File: src/rtl/aes_frame_assembler_if.sv
//------------------------------------------------------------------------------
// Module   : aes_frame_assembler_if
// Purpose  : Bundles the byte-strobe input, the key/block outputs and the
//            error flags of the AES frame assembler into one connection.
//
// Signals  : rx_data     [7:0]   received byte, qualified by rx_valid
//            rx_valid            one-cycle strobe per received byte
//            key_out     [127:0] last committed key
//            key_valid           one-cycle pulse on key commit
//            blk_out     [127:0] plaintext block to the AES core
//            blk_valid           block available, held until accepted
//            blk_ready           AES core accepts blk_out
//            err_timeout         one-cycle pulse, partial frame discarded
//            err_header          one-cycle pulse, unknown header dropped
//            overrun             sticky, completed data frame dropped
//
// Modports : master - byte source / block consumer side
//            slave  - the frame assembler itself
//
// Revision : 1.0 - initial release
//------------------------------------------------------------------------------
`default_nettype none

interface aes_frame_assembler_if;

  logic [7:0]   rx_data;
  logic         rx_valid;
  logic [127:0] key_out;
  logic         key_valid;
  logic [127:0] blk_out;
  logic         blk_valid;
  logic         blk_ready;
  logic         err_timeout;
  logic         err_header;
  logic         overrun;

  modport master (
    output rx_data,
    output rx_valid,
    output blk_ready,
    input  key_out,
    input  key_valid,
    input  blk_out,
    input  blk_valid,
    input  err_timeout,
    input  err_header,
    input  overrun
  );

  modport slave (
    input  rx_data,
    input  rx_valid,
    input  blk_ready,
    output key_out,
    output key_valid,
    output blk_out,
    output blk_valid,
    output err_timeout,
    output err_header,
    output overrun
  );

endinterface : aes_frame_assembler_if

`default_nettype wire

File: src/rtl/aes_frame_assembler.sv
//------------------------------------------------------------------------------
// Module   : aes_frame_assembler
// Purpose  : Framing stage behind the UART receiver. Recognises a one-byte
//            header ('K' = key frame, 'D' = data frame), packs the next 16
//            bytes MSB-first into a 128-bit word and commits it either as the
//            cipher key or as a plaintext block with a valid/ready handshake.
//            An inter-byte timeout throws away partial frames so the link
//            resynchronises after noise or a lost byte.
//
// Parameters : TIMEOUT_CLKS  idle clocks tolerated between payload bytes
//              HDR_KEY       header byte selecting a key frame
//              HDR_DATA      header byte selecting a data frame
//
// Ports    : clk   system clock, rising edge
//            rst_n asynchronous active-low reset
//            bus   aes_frame_assembler_if.slave (byte input, key/block
//                  outputs, error and overrun flags)
//
// Revision : 1.0 - initial release
//------------------------------------------------------------------------------
`default_nettype none

module aes_frame_assembler #(
  parameter int         TIMEOUT_CLKS = 1_000_000,
  parameter logic [7:0] HDR_KEY      = 8'h4B,
  parameter logic [7:0] HDR_DATA     = 8'h44
) (
  input  wire logic              clk,
  input  wire logic              rst_n,
  aes_frame_assembler_if.slave   bus
);

  //--------------------------------------------------------------------------
  // Constants
  //--------------------------------------------------------------------------
  localparam int CNT_W = (TIMEOUT_CLKS > 1) ? $clog2(TIMEOUT_CLKS) : 1;

  // Timer value at which an idle payload state gives up on the frame.
  localparam logic [CNT_W-1:0] C_TIMER_LAST = CNT_W'(TIMEOUT_CLKS - 1);
  localparam logic [3:0]       C_LAST_BYTE  = 4'd15;

  localparam logic [1:0] IDLE     = 2'd0;
  localparam logic [1:0] KEY_PAY  = 2'd1;
  localparam logic [1:0] DATA_PAY = 2'd2;

  //--------------------------------------------------------------------------
  // State and datapath registers
  //--------------------------------------------------------------------------
  logic [1:0]       r_state;
  logic [1:0]       w_state_nxt;
  logic [127:0]     r_asm;
  logic [3:0]       r_byte_cnt;
  logic [CNT_W-1:0] r_timer;

  logic [127:0]     r_key_out;
  logic             r_key_valid;
  logic [127:0]     r_blk_out;
  logic             r_blk_valid;
  logic             r_err_timeout;
  logic             r_err_header;
  logic             r_overrun;

  //--------------------------------------------------------------------------
  // Decode of the current cycle's events
  //--------------------------------------------------------------------------
  logic         w_in_payload;
  logic         w_byte_acc;
  logic         w_frame_done;
  logic [127:0] w_word;
  logic         w_expire;
  logic         w_key_commit;
  logic         w_data_commit;
  logic         w_data_drop;
  logic         w_blk_accept;
  logic         w_bad_header;

  assign w_in_payload = (r_state == KEY_PAY) || (r_state == DATA_PAY);
  assign w_byte_acc   = w_in_payload && bus.rx_valid;
  assign w_frame_done = w_byte_acc && (r_byte_cnt == C_LAST_BYTE);

  // Shifting left by a byte each time leaves the first payload byte in
  // [127:120] and the sixteenth in [7:0] once the frame is complete.
  assign w_word = {r_asm[119:0], bus.rx_data};

  // A byte arriving in the expiry cycle takes priority over the timeout.
  assign w_expire = w_in_payload && !bus.rx_valid && (r_timer == C_TIMER_LAST);

  assign w_key_commit = w_frame_done && (r_state == KEY_PAY);

  // A new block may be committed when the output slot is empty or is being
  // emptied in this very cycle; otherwise the completed frame is lost.
  assign w_data_commit = w_frame_done && (r_state == DATA_PAY) &&
                         (!r_blk_valid || bus.blk_ready);
  assign w_data_drop   = w_frame_done && (r_state == DATA_PAY) && !w_data_commit;

  assign w_blk_accept  = r_blk_valid && bus.blk_ready;

  assign w_bad_header  = (r_state == IDLE) && bus.rx_valid &&
                         (bus.rx_data != HDR_KEY) && (bus.rx_data != HDR_DATA);

  //--------------------------------------------------------------------------
  // Next-state logic
  //--------------------------------------------------------------------------
  always_comb begin
    w_state_nxt = r_state;
    case (r_state)
      IDLE: begin
        if (bus.rx_valid) begin
          if (bus.rx_data == HDR_KEY) begin
            w_state_nxt = KEY_PAY;
          end else if (bus.rx_data == HDR_DATA) begin
            w_state_nxt = DATA_PAY;
          end
        end
      end
      KEY_PAY, DATA_PAY: begin
        // Header values inside a frame are just payload, so only frame
        // completion or expiry leave the payload states.
        if (w_frame_done || w_expire) begin
          w_state_nxt = IDLE;
        end
      end
      default: w_state_nxt = IDLE;
    endcase
  end

  always_ff @(posedge clk or negedge rst_n) begin
    if (!rst_n) begin
      r_state <= IDLE;
    end else begin
      r_state <= w_state_nxt;
    end
  end

  //--------------------------------------------------------------------------
  // Byte counter and assembly register
  //--------------------------------------------------------------------------
  always_ff @(posedge clk or negedge rst_n) begin
    if (!rst_n) begin
      r_byte_cnt <= 4'd0;
      r_asm      <= 128'd0;
    end else begin
      // Holding the counter at zero while idle means every payload state
      // starts counting from the first byte.
      if (!w_in_payload) begin
        r_byte_cnt <= 4'd0;
      end else if (bus.rx_valid) begin
        r_byte_cnt <= r_byte_cnt + 4'd1;
      end

      // Stale contents left by a discarded frame are simply shifted out by
      // the sixteen bytes of the next one.
      if (w_byte_acc) begin
        r_asm <= w_word;
      end
    end
  end

  //--------------------------------------------------------------------------
  // Inter-byte timeout
  //--------------------------------------------------------------------------
  always_ff @(posedge clk or negedge rst_n) begin
    if (!rst_n) begin
      r_timer <= '0;
    end else begin
      // Zero while idle, so entry to a payload state starts from zero.
      if (!w_in_payload || bus.rx_valid) begin
        r_timer <= '0;
      end else if (!w_expire) begin
        r_timer <= r_timer + 1'b1;
      end
    end
  end

  //--------------------------------------------------------------------------
  // Key output
  //--------------------------------------------------------------------------
  always_ff @(posedge clk or negedge rst_n) begin
    if (!rst_n) begin
      r_key_out   <= 128'd0;
      r_key_valid <= 1'b0;
    end else begin
      r_key_valid <= w_key_commit;
      if (w_key_commit) begin
        r_key_out <= w_word;
      end
    end
  end

  //--------------------------------------------------------------------------
  // Block output with valid/ready handshake
  //--------------------------------------------------------------------------
  always_ff @(posedge clk or negedge rst_n) begin
    if (!rst_n) begin
      r_blk_out   <= 128'd0;
      r_blk_valid <= 1'b0;
      r_overrun   <= 1'b0;
    end else begin
      // A commit in the acceptance cycle keeps valid high with new data.
      if (w_data_commit) begin
        r_blk_out   <= w_word;
        r_blk_valid <= 1'b1;
      end else if (w_blk_accept) begin
        r_blk_valid <= 1'b0;
      end

      if (w_data_drop) begin
        r_overrun <= 1'b1;
      end
    end
  end

  //--------------------------------------------------------------------------
  // Error pulses
  //--------------------------------------------------------------------------
  always_ff @(posedge clk or negedge rst_n) begin
    if (!rst_n) begin
      r_err_timeout <= 1'b0;
      r_err_header  <= 1'b0;
    end else begin
      r_err_timeout <= w_expire;
      r_err_header  <= w_bad_header;
    end
  end

  //--------------------------------------------------------------------------
  // Output drive
  //--------------------------------------------------------------------------
  assign bus.key_out     = r_key_out;
  assign bus.key_valid   = r_key_valid;
  assign bus.blk_out     = r_blk_out;
  assign bus.blk_valid   = r_blk_valid;
  assign bus.err_timeout = r_err_timeout;
  assign bus.err_header  = r_err_header;
  assign bus.overrun     = r_overrun;

endmodule : aes_frame_assembler

`default_nettype wire

File: src/flat_wrapper.sv
// flat-port wrapper written by rule: the top's interface ports become plain ports
module aes_frame_assembler_flat 
#(
  parameter int         TIMEOUT_CLKS = 1_000_000,
  parameter logic [7:0] HDR_KEY      = 8'h4B,
  parameter logic [7:0] HDR_DATA     = 8'h44
)
  (clk, rst_n, bus_rx_data, bus_rx_valid, bus_blk_ready, bus_key_out, bus_key_valid, bus_blk_out, bus_blk_valid, bus_err_timeout, bus_err_header, bus_overrun);
  aes_frame_assembler_if bus_i ();
  input  wire logic clk;
  input  wire logic rst_n;
  input wire logic [$bits(bus_i.rx_data)-1:0] bus_rx_data;
  input wire logic [$bits(bus_i.rx_valid)-1:0] bus_rx_valid;
  input wire logic [$bits(bus_i.blk_ready)-1:0] bus_blk_ready;
  output wire logic [$bits(bus_i.key_out)-1:0] bus_key_out;
  output wire logic [$bits(bus_i.key_valid)-1:0] bus_key_valid;
  output wire logic [$bits(bus_i.blk_out)-1:0] bus_blk_out;
  output wire logic [$bits(bus_i.blk_valid)-1:0] bus_blk_valid;
  output wire logic [$bits(bus_i.err_timeout)-1:0] bus_err_timeout;
  output wire logic [$bits(bus_i.err_header)-1:0] bus_err_header;
  output wire logic [$bits(bus_i.overrun)-1:0] bus_overrun;
  assign bus_i.rx_data = bus_rx_data;
  assign bus_i.rx_valid = bus_rx_valid;
  assign bus_i.blk_ready = bus_blk_ready;
  assign bus_key_out = bus_i.key_out;
  assign bus_key_valid = bus_i.key_valid;
  assign bus_blk_out = bus_i.blk_out;
  assign bus_blk_valid = bus_i.blk_valid;
  assign bus_err_timeout = bus_i.err_timeout;
  assign bus_err_header = bus_i.err_header;
  assign bus_overrun = bus_i.overrun;
  aes_frame_assembler #(.TIMEOUT_CLKS(TIMEOUT_CLKS), .HDR_KEY(HDR_KEY), .HDR_DATA(HDR_DATA)) u_core (.clk(clk), .rst_n(rst_n), .bus(bus_i));
endmodule
File: config.mk
export PLATFORM = sky130hd
export DESIGN_NAME = aes_frame_assembler_flat
export DESIGN_NICKNAME = d
export VERILOG_FILES = /design/src/rtl/aes_frame_assembler_if.sv /design/src/rtl/aes_frame_assembler.sv /design/src/flat_wrapper.sv
export SDC_FILE = /design/constraint.sdc
export NUM_CORES = 1
export LEC_CHECK = 0
export ABC_CLOCK_PERIOD_IN_PS = 2200
export CAP_MARGIN = 20
export CORE_AREA = 4 4 182 202
export DETAILED_ROUTE_END_ITERATION = 8
export DIE_AREA = 0 0 186 206
export PLACE_DENSITY = 0.76
export SYNTH_ARGS = -nofsm -noshare
export SYNTH_HDL_FRONTEND = slang
export SYNTH_SLANG_ARGS = --single-unit
export TNS_END_PERCENT = 20
File: constraint.sdc
create_clock -name clk -period 2.2 [get_ports clk]
set_input_delay 0.44 -clock clk [delete_from_list [all_inputs] [get_ports clk]]
set_output_delay 0.44 -clock clk [all_outputs]
set_load 0.02 [all_outputs]
# Yosys cells after proc, flatten, opt, wreduce, memory -nomap -nowiden
# Cells that the tools add are included.
[totals] regBits=407 out_inout_bits=261 wordCells=61
[classes] add_sub_neg=2 n_eq_ne=13 muxes=11 reduce_logical=24
[ops] op="2-to-1 mux 20 bit" n=2
[ops] op="adder 20 x 1 -> 20 bit, second input constant" n=1
[ops] op="equality test 20 bit, second input constant" n=1
[ops] op="equality test 8 x 7 -> 1 bit, second input constant" n=2
[ops] op="!= test 8 x 7 -> 1 bit, second input constant" n=2
[ops] op="logical AND 1 bit" n=12
[ops] op="2-to-1 mux 2 bit" n=4
[ops] op="2-to-1 mux 4 bit" n=2
[ops] op="!= test 2 bit, second input constant" n=3
[ops] op="adder 4 x 1 -> 4 bit, second input constant" n=1
[ops] op="equality test 4 bit, second input constant" n=1
[ops] op="logical NOT 1 bit" n=4
[ops] op="logical OR 1 bit" n=4
[ops] op="one-hot mux 2 bit (2 select lines)" n=1
[ops] op="!= test 3 bit, second input constant" n=1
[ops] op="AND reduction 3 bit" n=1
[ops] op="equality test 2 x 1 -> 1 bit, second input constant" n=1
[ops] op="equality test 2 bit, second input constant" n=1
[ops] op="logical NOT 2 bit" n=1
[ops] op="2-to-1 mux 1 bit" n=2
[ops] op="!= test 2 x 1 -> 1 bit, second input constant" n=1
[ops] op="nonzero test 2 bit" n=1
[ops] op="OR reduction 2 bit" n=1

# Logic depth before layout (Yosys ltp)
# Gate-level depths: netlist of run 1.
[logic_depth] ltp_word=8 mapped_depth=8

# Least setup slack after synthesis of run 1
# No wires, ideal clock.
[synth_path] path_type="reg2reg" start="register u_core.r_state[0]" end="register u_core.r_key_out[100], in the netlist u_core.bus.key_out[100]" arrival_ps=1970 required_time_ps=2075 setup_slack_ps=105 stages_incl_launch_ff=9 path_buffers=3 path_cell_list="dfrtp_1 inv_1 ha_1 clkbuf_1 nand3_1 nor2_1 clkbuf_1 buf_2 mux2_2"
[synth_via] elab_chain_len=5
[synth_rtl] element="start, declared" line="aes_frame_assembler.sv:49" text="logic [1:0] r_state;"
[synth_rtl] element="start signal, assigned" line="aes_frame_assembler.sv:131" text="r_state <= w_state_nxt;"
[synth_rtl] element="equality test 2 x 1 -> 1 bit or equality test 2 bit (tied branches)" line="aes_frame_assembler.sv:77, aes_frame_assembler.sv:88"
[synth_rtl] element="logical OR 1 bit" line="aes_frame_assembler.sv:77" text="assign w_in_payload = (r_state == KEY_PAY) || (r_state == DATA_PAY);"
[synth_rtl] element="logical AND 1 bit" line="aes_frame_assembler.sv:78" text="assign w_byte_acc = w_in_payload && bus.rx_valid;"
[synth_rtl] element="logical AND 1 bit" line="aes_frame_assembler.sv:79" text="assign w_frame_done = w_byte_acc && (r_byte_cnt == C_LAST_BYTE);"
[synth_rtl] element="logical AND 1 bit (*)" line="aes_frame_assembler.sv:88" text="assign w_key_commit = w_frame_done && (r_state == KEY_PAY);"
[synth_rtl] element="end signal, assigned" line="aes_frame_assembler.sv:185" text="r_key_out <= w_word;"
[synth_rtl] element="end, declared" line="aes_frame_assembler.sv:55" text="logic [127:0] r_key_out;"
# Mark *: on every way between the ends. The rest lies on a longest branch, timed or not.
# A chain may end at the register's enable or synchronous reset.

# Worst setup path after layout of run 1
[layout_path] start="register u_core.r_state[0]" end="register u_core.r_blk_out[61], in the netlist u_core.bus.blk_out[61]"
[layout_via] elab_chain_len=6
[layout_rtl] element="equality test 2 x 1 -> 1 bit or equality test 2 bit (tied branches)" line="aes_frame_assembler.sv:77, aes_frame_assembler.sv:92"
[layout_rtl] element="logical OR 1 bit" line="aes_frame_assembler.sv:77"
[layout_rtl] element="logical AND 1 bit" line="aes_frame_assembler.sv:78"
[layout_rtl] element="logical AND 1 bit" line="aes_frame_assembler.sv:79"
[layout_rtl] element="logical AND 1 bit (*) (2 in series)" line="aes_frame_assembler.sv:92" text="assign w_data_commit = w_frame_done && (r_state == DATA_PAY) &&"
[layout_rtl] element="end signal, assigned" line="aes_frame_assembler.sv:201" text="r_blk_out <= w_word;"
[layout_rtl] element="end, declared" line="aes_frame_assembler.sv:57" text="logic [127:0] r_blk_out;"
# Marked as above.

==> results.md, run 1 <==
- Status: completed
- RSZ-0062 raised after global routing: no
- All-layer global routing usage: a little under a fifth
- Vias in the first global route: 9,897
- Clock root cell: clkbuf_16
- CTS buffer count: 41
- Final setup viols: 0
- Slew headroom: 65.6%
- Path type of the worst min-delay path: in -> async
- Insertion delay to the later sink of the worst-skew pair: 0.54 ns
- Int Power: 13.2 mW
- Worst Setup End Kind: flop
- Startpoint Class: flop
- Via count: 9,248
- Comb power frac: 9.7%
- Post-route clock period utilization: 94.6%
- Final Max Tran Viols: 0
- Vias/cell: 5.19
- Syn_area_per_cell: 16.1 µm²
- Initial core utilization: between 40 and 50%
- H-tree Lvls: 2
- Min Tclk post-route: 2.08 ns
- Max FO, Critical Path: 14
- Syn Nets: 980
- Reg area: 10,200 µm²
- NetSw: 4.10 mW
- Synth cell types: 42
- Detailed-route DRC error count: 0
- Async set-or-reset flop fraction in the synthesized netlist: 100%
- Kind of critical path: reg -> reg
- Post-synth top area share: 65.8%
- Total I/O pin count: 273
- Worst VDD drop: 0.665 mV
- Rows: between 70 and 80
- Lkg Pwr: 10.1 nW
- First-pass GRT wire length: 56.1 mm
- TritonCTS clock tree: built
- Clk buf depth: 3
- Sw Share: between 20% and 30%
- Die height: 206 µm
- Clock Skew: 0.0131 ns
- RePlAce Congestion: 0.792
- Die area: approximately 38,000 µm²
- Gr ovfl total: 0
- Register bit total from synthesis: 407
- Port Buf Inserts: 272
- Total wire length: roughly 35 mm
- Initial antenna violation count: 0
- Seq pwr share: 47.8%
- Most frequent cell after synthesis: dfrtp_1
- Number of iterations in the first detailed-routing pass: 6
- Largest cells by area after synthesis: dfrtp_1, mux2_2, buf_2, clkbuf_1, nand2_1
- Initial DRC count: ~370
- Main synth FF type: dfrtp_1
- Final Util: between 60% and 70%
- Placement Setup Slack: -0.141 ns
- Power share of the clock group: 42.5%
- Post-DP HPWL: about 25 mm
- CTS Sinks: 407
- Footprint of the multi-input gates: just over 5000 µm²
- Top post-synthesis cells by count: dfrtp_1, mux2_2, buf_2, clkbuf_1, nand2_1
- WL/cell: about 20 µm
- Max_cap viols: 0
- Post-synth top area cell: dfrtp_1
- Synthesis Warnings: 0
- Final ANT Viol Nets: 0
- Final-layout fill cell count: 2,602
- EDFF count, synth: 0
- Final hold violations: 0
- CTS clk-pin slew, worst paths: 0.06 ns
- Number of diodes: 0
- Die Wd: approximately 190 µm
- Seq/Total Area, Yosys: between 60% and 70%
- Nets@finish: 1,324
- Final WS setup: around 0.12 ns
- Area growth syn-to-layout: 35.3%
- Core Region: roughly 35,000 µm²
- Design area: around 21,000 µm²
- Worst Hold Slack: 0.416 ns
- Fmax: 480 MHz
- Pwr Density: 827 nW/µm²
- Arrival time worst endpoint: around 2.5 ns
- Worst-Margin Slew: ~0.5 ns
- Cell Area, Synth: 15,500 µm²
- Syn Inst Count: 963
- Placed cell areas: slightly below 20,000 µm²
- Share of layout cells above drive strength 1: 39.5%
- Largest net degree at the start of global routing: between 60 and 70
- WP data required: 2.61 ns
worst max-delay path: stages (launching register included):
cell     delay (ns)
dfrtp_1        0.40
inv_1          0.08
ha_2           0.39
nand3_1        0.16
nor2b_4        0.20
buf_12         0.19
buf_12         0.16
mux2_2         0.34
final timing paths:
| kind | slack [ns] | end | depth (start not counted) | start |
|---|---|---|---|---|
| max | 0.12 | u_core.bus.blk_out[61] | 7 | u_core.r_state[0] |
| min | 0.42 | u_core.bus.key_out[73] | 2 | rst_n |
| max reg2reg | 0.12 | u_core.bus.blk_out[61] | 7 | u_core.r_state[0] |
| min reg2reg | 0.49 | u_core.bus.overrun | 1 | u_core.bus.overrun |
| max in group asynchronous | 0.93 | u_core.bus.overrun | 3 | rst_n |
| min in group clk | 0.49 | u_core.bus.overrun | 1 | u_core.bus.overrun |
power groups by stage:
stage | Combinational (mW) | Clock [mW] | Sequential [mW]
floorplan | 1.05 | 0 | 8.22
global placement | 1.66 | 0 | 8.42
detailed placement | 1.70 | 0 | 8.44
CTS | 1.70 | 7.55 | 8.30
global route | 1.83 | 7.88 | 8.35
finish | 1.68 | 7.36 | 8.29
through the flow:
stage	power [mW]	TNS, ns	instances
finish	17.3	0	1782
CTS	17.6	0	1782
floorplan	9.27	0	963
global placement	10.1	-16.77	1707
detailed placement	10.1	-18.25	1707
global route	18.1	0	1782
area by class of cell:
type	instances	area share, %
Inverter	3	0.0537
Clock buffer	57	5.67
Tap cell	444	2.65
Sequential cell	407	48.6
Multi-Input combinational cell	507	24.4
Timing Repair Buffer	347	17.4
Clock inverter	17	1.22
state kept, by name (all words and copies together), names as in the netlist, 2 cells and up:
signal and cells:
u_core.r_asm 120, u_core.bus.blk_out 128, u_core.bus.key_out 128, u_core.r_state 2, u_core.r_byte_cnt 4, u_core.r_timer 20
placed cells by master (no fill, tap or decap), drive strengths merged, types with 5 or more instances in the layout:
cell,count
clkinv,6
ha,5
a21oi,7
nand3,10
clkbuf,57
o21ai,8
dfrtp,407
or4,8
clkdlybuf4s50,271
and2,5
mux2,376
buf,75
bufinv,6
xnor2,5
inv,5
nand2,18
xor2,5
nand4,6
nor2,12
routing by layer:
| metal | vias to the layer above | share of wire (%) | global-route usage [%] |
|---|---|---|---|
| met1 | 4823 | 43 | 24.4 |
| met4 | 0 | 2.3 | 4.89 |
| met2 | 233 | 50 | 31.1 |
| li1 | 4144 | - | - |
| met3 | 48 | 5.2 | 4.08 |
| met5 | - | 0 | 0 |
timing repair:
item,CTS,global route
setup endpoints to repair,0,6
buffers inserted,0,0
endpoints found under the hold margin,32,0
gates resized for setup,0,1
hold buffers,1,0
cell families after synthesis:
| group | after synthesis | synth area share, % |
|---|---|---|
| AO/OA/AOI/OAI | 30 | 1.24 |
| buffers and inverters | 49 | 1.39 |
| XOR/XNOR | 10 | 0.566 |
| AND/OR/NAND/NOR | 85 | 3.23 |
| multiplexers | 377 | 27.4 |
| flip-flops | 407 | 65.8 |
| adder cells (fa/ha/maj) | 5 | 0.404 |
No activity file was read; power rests on OpenSTA's default activity.
==> inputs of run 2 (changes only) <==
Settings changed: CTS_CLUSTER_SIZE set to 20.
==> results of run 2 <==
Same layout as run 1: the final DEF is identical, and so are final timing and power.
==> inputs of run 3 (changes only) <==
Settings changed: CTS_BUF_LIST set to sky130_fd_sc_hd__clkbuf_8.
==> run 3 against run 2 <==
  * Power fell by 4.7%
  * Critical path depth did not move
  * Sequential power barely moved
  * Maximum frequency rose by 0.83%
  * Core utilization fell by 0.26 points
  * First-iteration DRC count fell by 5.2%
  * Count of clock-buffer cells in the layout rose by 27
  * Non-clock buffer count did not move
  * Die area did not move
  * Sequential share of layout area rose by 0.21 points
  * Setup slack improved by 0.017 ns
  * Hold slack got worse by 0.062 ns
  * Critical endpoint is now u_core.bus.blk_out[62]
  * Largest cell class unchanged
  * Largest power group unchanged
  * Highest routed layer unchanged
==> results.md, run 3 (synthesis results as in run 1) <==
- Status: completed
- Clock root cell: clkbuf_8
- Most common cell type on the critical path: buf_12
- CTS buffer count: 60 (+46%)
- Placed cells: 1,707 (unchanged)
- Final Max Tran Viols: 0 (unchanged)
- Pwr Density: 792 nW/µm² (-4.3%)
- CP Cell Sequence: inv_1 -> ha_2 -> nand3_1 -> nor2b_4 -> buf_12 -> buf_12 -> mux2_2
- Placement Setup Slack: -0.141 ns (unchanged)
- Vias in the first global route: 9,991 (+0.95%)
- Worst-Margin Slew: 0.530 ns (+0.0150 ns)
- Post-route clock period utilization: 93.9% (-0.78 points)
- Lkg Pwr: 10.1 nW (+0.56%)
- Slew headroom: 64.6% (-1.0 points)
- Final setup viols: 0 (unchanged)
- Port Buf Inserts: 272 (unchanged)
- Largest net degree at the start of global routing: 61 (unchanged)
- Via count: 9,329 (+0.88%)
- Clk buf depth: 3 (unchanged)
- Arrival time worst endpoint: 2.54 ns (+0.05 ns)
- Startpoint Class: flop
- Area growth syn-to-layout: 34.7%
- Final ANT Viol Nets: 0 (unchanged)
- Max FO, Critical Path: 14 (unchanged)
- Total wire length: 35.2 mm (-0.52%)
- Final Power: 16.5 mW (-4.7%)
- Fin cells: 1,818 (+2.0%)
- Kind of critical path: reg -> reg
- Final hold violations: 0 (unchanged)
- Number of iterations in the first detailed-routing pass: 4 (-2)
- Nets@finish: 1,343 (+1.4%)
- Total I/O pin count: 273 (unchanged)
- Die height: 206 µm (unchanged)
- WP data required: 2.67 ns (+0.06 ns)
- Path type of the worst min-delay path: in -> async
- Vias/cell: 5.13 (-1.1%)
- WL/cell: 19.4 µm (-2.5%)
- Share of layout cells above drive strength 1: 40.5% (+1.0 points)
- Core Region: 34,800 µm² (unchanged)
- Most frequent cells in the layout: dfrtp_1, mux2_2, clkdlybuf4s50_1
- Initial DRC count: 348 (-5.2%)
- Number of diodes: 0 (unchanged)
- Sum Neg Setup Slack: 0 ns (unchanged)
- Insertion delay to the later sink of the worst-skew pair: 0.60 ns (+0.06 ns)
- Most common library cell in the layout ignoring fill and taps: dfrtp_1
- Max incr delay on CP: 0.40 ns (about the same)
- Fmax: 484 MHz (+0.83%)
- CTS Sinks: 407 (unchanged)
- Top Family by Delay on Critical Path: buffers and inverters
- Post-DP HPWL: 25.1 mm (unchanged)
- Worst Setup End Kind: flop
- RSZ-0062 raised after global routing: no
- Min Tclk post-route: 2.07 ns (-0.0171 ns)
- Max_cap viols: 0 (unchanged)
- Clock Skew: 0.0126 ns (-0.000444 ns)
- H-tree Lvls: 2 (unchanged)
- Initial core utilization: 44.5% (unchanged)
- First-pass GRT wire length: 55.9 mm (-0.50%)
- Gr ovfl total: 0 (unchanged)
- Rows: 72 (unchanged)
- CTS clk-pin slew, worst paths: 0.06 ns (about the same)
- Die area: 38,300 µm² (unchanged)
- TritonCTS clock tree: built
- Worst VDD drop: 0.475 mV (-29%)
- All-layer global routing usage: 18.3% (-0.13 points)
- Die Wd: 186 µm (unchanged)
- Buf+Inv Stages, Crit Path: 3 (unchanged)
- CP max stage cell: dfrtp_1
- Final WS setup: 0.135 ns (+0.0171 ns)
- Detailed-route DRC error count: 0 (unchanged)
- Initial antenna violation count: 0 (unchanged)
- RePlAce Congestion: 0.792 (unchanged)
-- run 3: cell types whose count changed in the layout (fill, tap and decap cells not counted), sizes merged --
cell / change
clkbuf: +27
inv: +16
bufinv: -3
clkinv: -2
clkinvlp: -2
-- run 3: worst paths after layout --
kind / from / to / slack [ns] / depth (start not counted)
worst min-delay path: rst_n / u_core.bus.key_out[78] / 0.35 / 2
worst max register to register: u_core.r_state[1] / u_core.bus.blk_out[62] / 0.13 / 7
max in group asynchronous: rst_n / u_core.r_timer[8] / 0.99 / 3
min in group clk: u_core.bus.overrun / u_core.bus.overrun / 0.49 / 1
worst max-delay path: u_core.r_state[1] / u_core.bus.blk_out[62] / 0.13 / 7
worst min register to register: u_core.bus.overrun / u_core.bus.overrun / 0.49 / 1
-- run 3: worst reg2reg max path, cell delays in order (launching register included) --
cell and delay [ns]:
dfrtp_1 0.40, inv_1 0.08, ha_2 0.39, nand3_1 0.16, nor2b_4 0.20, buf_12 0.19, buf_12 0.18, mux2_2 0.34
-- run 3: power breakdown --
group / total (mW) / internal [mW] / leakage, nW / switching (mW)
clock: 6.55 / 3.74 / 0.758 / 2.81
sequential: 8.29 / 7.86 / 5.66 / 0.438
combinational: 1.68 / 0.876 / 3.70 / 0.806
total: 16.5 / 12.5 / 10.1 / 4.05
-- run 3: final cells by class --
cell class | count | area, µm²
sequential | 407 | 10200
fill | 2634 | 13900
multi-input combinational | 507 | 5110
clock inverter | 26 | 198
clock buffer | 84 | 1160
timing repair buffer | 347 | 3640
inverter | 3 | 11.3
tap | 444 | 556
-- run 3: what timing repair did --
| action | in CTS | in global routing |
|---|---|---|
| hold endpoints to repair | 32 | 0 |
| setup endpoints to repair | 0 | 12 |
| gates resized for setup | 0 | 1 |
| hold buffers | 1 | 0 |
| setup buffers | 0 | 0 |
-- run 3: metrics by stage --
step	utilization, %	instance area (µm²)	hold slack (ns)
2_1_floorplan	-	15500	0.144
3_3_place_gp	56.1	19500	0.377
3_5_place_dp	56.1	19500	0.385
4_1_cts	60.0	20900	0.318
5_1_grt	60.0	20900	0.342
6_report	60.0	20900	0.354
-- run 3: routing by layer --
layer,up-vias,track usage (%),routed length [µm]
met4,0,5.26,818
li1,4185,-,-
met2,253,30.8,17400
met1,4840,23.9,15100
met3,51,4.33,1920
met5,-,0,0
